`src/rtl/dot_product_sequencer.sv`:
```
// dot_product_sequencer: walks every (row of A, column of B) pair for a
// DIM x DIM matrix multiply, issues operand reads one pair per cycle,
// tracks each pair through the dotProduct latency and writes results to C.
module dot_product_sequencer #(
    parameter int DIM          = 8,
    parameter int A_DATA_WIDTH = 32,
    parameter int B_DATA_WIDTH = 32,
    parameter int DP_LATENCY   = 0,
    localparam int IDX_W       = $clog2(DIM),
    localparam int CADDR_W     = $clog2(DIM * DIM),
    localparam int RES_WIDTH   = A_DATA_WIDTH + B_DATA_WIDTH + $clog2(DIM)
) (
    input  logic                 Clock,
    input  logic                 Reset,
    input  logic                 Start,
    output logic                 Busy,
    output logic                 Done,
    output logic                 RdEn,
    output logic [IDX_W-1:0]     ARowAddr,
    output logic [IDX_W-1:0]     BColAddr,
    input  logic [RES_WIDTH-1:0] DotProduct,
    output logic                 CWrEn,
    output logic [CADDR_W-1:0]   CAddr,
    output logic [RES_WIDTH-1:0] CData
);

    // One stage covers the operand memory read, the rest the datapath latency.
    localparam int DEPTH = 1 + DP_LATENCY;
    localparam logic [IDX_W-1:0] LAST_IDX = IDX_W'(DIM - 1);

    typedef enum logic [1:0] {
        IDLE,
        ISSUE,
        DRAIN,
        DONE
    } state_t;

    state_t             state;
    state_t             state_next;
    logic [IDX_W-1:0]   row;
    logic [IDX_W-1:0]   col;
    logic               last_issue;
    logic               drain_pending;
    logic [CADDR_W-1:0] issue_addr;
    logic [DEPTH-1:0]   pipe_valid;
    logic [CADDR_W-1:0] pipe_addr [DEPTH];

    assign last_issue = (row == LAST_IDX) && (col == LAST_IDX);
    assign issue_addr = CADDR_W'(row) * CADDR_W'(DIM) + CADDR_W'(col);

    // State register.
    always_ff @(posedge Clock) begin
        if (Reset) begin
            state <= IDLE;
        end else begin
            state <= state_next;
        end
    end

    // Row/column walk: column is the fast index, both return to zero outside ISSUE.
    always_ff @(posedge Clock) begin
        if (Reset) begin
            row <= '0;
            col <= '0;
        end else if (state == ISSUE) begin
            if (col == LAST_IDX) begin
                col <= '0;
                row <= (row == LAST_IDX) ? '0 : row + 1'b1;
            end else begin
                col <= col + 1'b1;
            end
        end else begin
            row <= '0;
            col <= '0;
        end
    end

    // Tracking pipeline: each issued pair carries its C address to the write stage.
    always_ff @(posedge Clock) begin
        if (Reset) begin
            pipe_valid <= '0;
            for (int k = 0; k < DEPTH; k++) begin
                pipe_addr[k] <= '0;
            end
        end else begin
            pipe_valid[0] <= RdEn;
            pipe_addr[0]  <= issue_addr;
            for (int k = 1; k < DEPTH; k++) begin
                pipe_valid[k] <= pipe_valid[k-1];
                pipe_addr[k]  <= pipe_addr[k-1];
            end
        end
    end

    // Anything still in flight ahead of the tail; the tail itself writes this cycle.
    always_comb begin
        drain_pending = 1'b0;
        for (int k = 0; k < DEPTH - 1; k++) begin
            drain_pending = drain_pending | pipe_valid[k];
        end
    end

    // Next-state logic and per-state strobes.
    always_comb begin
        state_next = state;
        Busy       = 1'b0;
        Done       = 1'b0;
        RdEn       = 1'b0;
        case (state)
            IDLE: begin
                if (Start) begin
                    state_next = ISSUE;
                end
            end
            ISSUE: begin
                Busy = 1'b1;
                RdEn = 1'b1;
                if (last_issue) begin
                    state_next = DRAIN;
                end
            end
            DRAIN: begin
                Busy = 1'b1;
                if (!drain_pending) begin
                    state_next = DONE;
                end
            end
            DONE: begin
                Done       = 1'b1;
                state_next = IDLE;
            end
            default: begin
                state_next = IDLE;
            end
        endcase
    end

    assign ARowAddr = row;
    assign BColAddr = col;
    assign CWrEn    = pipe_valid[DEPTH-1];
    assign CAddr    = pipe_addr[DEPTH-1];
    assign CData    = DotProduct;

endmodule

```
`config.mk`:
```
export PLATFORM = sky130hd
export DESIGN_NAME = dot_product_sequencer
export DESIGN_NICKNAME = d
export VERILOG_FILES = /design/src/rtl/dot_product_sequencer.sv
export SDC_FILE = /design/constraint.sdc
export NUM_CORES = 1
export LEC_CHECK = 0
export CORE_ASPECT_RATIO = 1.25
export CORE_UTILIZATION = 22
export DETAILED_ROUTE_END_ITERATION = 8
export GPL_TIMING_DRIVEN = 0
export PLACE_DENSITY_LB_ADDON = 0.1
export SKIP_LAST_GASP = 1
export SLEW_MARGIN = 5
export SYNTH_ARGS = -nofsm -noshare
export SYNTH_HDL_FRONTEND = slang
export SYNTH_SLANG_ARGS = --single-unit
```
`constraint.sdc`:
```
create_clock -name Clock -period 1.4 [get_ports Clock]
set_clock_uncertainty 0.2 [all_clocks]
set_input_delay 0.35 -clock Clock [delete_from_list [all_inputs] [get_ports Clock]]
set_output_delay 0.35 -clock Clock [all_outputs]
set_load 0.01 [all_outputs]
```
==> flow_summary.yaml <==
logic_synthesis:
  synth-seq-cells: 15
  ys.flop_type: "dfxtp_1"
  syn_avg_cell_area_um2: 9.03
  synthMostInstantiatedCell: "buf_4"
  synth.area.top_cells: "buf_4 46%, dfxtp_1 27%, ha_1 9.2%"
  synth-async-reset-ratio_pct: 0
  synth_edf_count: 0
  syn_area_um2: 1090
  syn_inst: 121
  synth_top_area_share_pct: 46.0
  syn_nets: 199
  yosysUniqueCellTypes: 18
  yosys_warnings: 0
  yosys.area.top_type: "buf_4"
  yosysSeqAreaShare_pct: 27.5
  netlist_top_cells_count: "67 x buf_4, 15 x dfxtp_1, 8 x ha_1"
global_route:
  grt_pass1_wl_mm: 4.13
  antenna_found_initial: 0
  grt_pass1_vias: 959
  track_usage_pct: 10.4
  grt_max_degree: 11
  grt_remaining_overflow: 0
setup_path:
  worstPathRequired_ns: 0.85
  path_buf_inv: 2
  endpoint_kind: "primary output"
  startpoint_type: "flip-flop"
  crit_family: "flip-flops"
  crit_path_cell_trace: "inv_2 > ha_4 > buf_6"
  r2r_setup_slack_ns: -0.12
  reg2reg_depth: 5
  critical_path_class: "flip-flop to primary output"
  critical_path_arrival_ns: 1.02
  reg2reg_from: "state[0]$_SDFFE_PP0P_"
  cp_max_fo: 3
  cp_slowest_cell: "dfxtp_4"
  reg2reg_to: "state[1]$_SDFFE_PP0P_"
  max_stage_delay_ns: 0.37
clock_tree:
  numCtsBuffers: 3
  root_buffer: "clkbuf_8"
  ctsHtreeMaxLevel: 1
  cts.sinks: 15
  cts_tree: "built"
  path_clk_slew_ns: 0.06
  clk_path_buf_depth: 2
  clkLatencyLatePin_ns: 0.24
sta:
  min_period_ns: 1.57
  max_slew_margin_pct: 78.1
  setup_viol: 7
  fmax_ghz: 0.637
  hold_viol: 0
  grt_setup_unrepaired: "yes"
  timing.hold.ws_ns: 0.251
  worst_pin_slew_ns: 0.328
  finalCritPeriodShare_pct: 112
  finalSetupTns_ns: -0.714
  slew_violations: 0
  setup_ws_ns: -0.170
floorplanning:
  die_area_um2: 5250
  pin_count: 153
  fp-row-count: 28
  initial_utilization_pct: 22.9
  die_w_um: 65.0
  die_h_um: 80.8
  fp.coreArea_um2: 4760
drt:
  final_antenna_net_count: 0
  drt-pass1-iter-count: 2
  vias: 1020
  routedWlPerCell_um: 11.1
  drt_wl_total_mm: 3.07
  drtIter0Drc: 9
  viasPerCell: 3.68
  drc: 0
power:
  finalPower_mw: 1.98
  p_seq_share_pct: 27.1
  combPwrFrac_pct: 55.5
  netSwitchingFraction_pct: 31.2
  power.leakage_nw: 1.13
  p_switching_mw: 0.618
  power_density_nw_per_um2: 925
  p_int_mw: 1.36
  p_clk_share_pct: 17.5
  ir_drop_mv: 0.400
run_status:
  status: "finished, violations left"
  violations: "setup timing"
hold_path:
  min_from: "BColAddr[0]$_SDFF_PP0_"
  min_to: "BColAddr[0]$_SDFF_PP0_"
  min_path_cells: 1
  min-delay-path-class: "flip-flop to flip-flop"
place:
  placed_cell_area_um2: 2070
  place_inst: 266
  dp_slack_ns: -0.452
  portBuffers: 85
  finalWeightedCongestion: 0.690
  dp_hpwl_mm: 2.61
layout:
  final_nets: 296
  syn2layout_area_growth_pct: 95.9
  drive_gt1_share_pct: 48.4
  insertedDiodeCount: 0
  final_cells: 277
  final_util_pct: 44.9
  stdcell_area_um2: 2140
job:
  maxCapViolCount: 0
[power groups by stage]
stage / Combinational [mW] / Sequential [mW] / Clock, mW
floorplan: 0.454 / 0.537 / 0
global placement: 0.831 / 0.533 / 0
detailed placement: 0.847 / 0.538 / 0
CTS: 0.963 / 0.528 / 0.358
global route: 1.19 / 0.542 / 0.376
finish: 1.10 / 0.536 / 0.345
[layout make-up]
cell class / instances / area (µm²)
Multi-Input combinational cell: 34 / 365
Inverter: 5 / 18.8
Fill cell: 503 / 2630
Buffer: 67 / 503
Tap cell: 60 / 75.1
Timing Repair Buffer: 92 / 807
Clock buffer: 4 / 45.0
Sequential cell: 15 / 325
[worst max path at each step]
stage,from,end,depth (start not counted)
final,state[0]$_SDFFE_PP0P_,Busy,3
after global routing,state[0]$_SDFFE_PP0P_,Busy,3
after CTS,state[1]$_SDFFE_PP0P_,Busy,3
after detailed placement,Reset,BColAddr[2]$_SDFF_PP0_,4
after global placement,Reset,BColAddr[1]$_SDFF_PP0_,4
after floorplan,BColAddr[0]$_SDFF_PP0_,state[0]$_SDFFE_PP0P_,5
[per-layer routing]
metal | track usage (%) | routed length (µm) | up-vias
li1 | - | - | 506
met1 | 9.82 | 982 | 435
met2 | 20.1 | 1770 | 74
met3 | 2.81 | 269 | 5
met4 | 5.22 | 48 | 0
met5 | 0 | 0 | -
[kinds of logic (layout without fill, tap and decap cells)]
| kind of cell | Yosys count | after routing | synth area share, % |
|---|---|---|---|
| and+or+nand+nor | 18 | 18 | 9.74 |
| DFF | 15 | 15 | 27.5 |
| muxes | 2 | 2 | 1.83 |
| AOI/OAI and AO/OA | 6 | 6 | 4.01 |
| buffers and inverters | 72 | 168 | 47.8 |
| adders and majority gates | 8 | 8 | 9.16 |
[sequential cells by signal (all words and copies together) (netlist names)]
signal	cells
pipe_addr	6
ARowAddr	3
BColAddr	3
state	2
CWrEn	1
[repair_timing]
item / in CTS / in global routing
gates resized for setup: 127 / 12
pin swaps: 3 / 2
hold buffers: 0 / 0
setup endpoints to repair: 92 / 12
buffers inserted: 4 / 3
[cell usage in the layout (no fill, tap or decap)]
cell type,n
nand2b_1,2
nor3b_1,1
clkbuf_1,1
nand2b_2,1
a21oi_1,3
dfxtp_4,6
nand2_1,1
o21a_1,1
ha_1,1
nand3b_1,1
clkbuf_8,3
nor3_1,1
dfxtp_1,7
nor2b_1,6
clkdlybuf4s15_1,2
a21bo_1,1
buf_2,5
clkdlybuf4s50_1,1
ha_4,7
mux2i_1,2
inv_1,3
dfxtp_2,2
dlygate4sd2_1,73
buf_6,8
nor2_1,3
a21boi_4,1
and3_1,2
inv_2,2
buf_4,70
No activity file was read; power rests on OpenSTA's default activity.
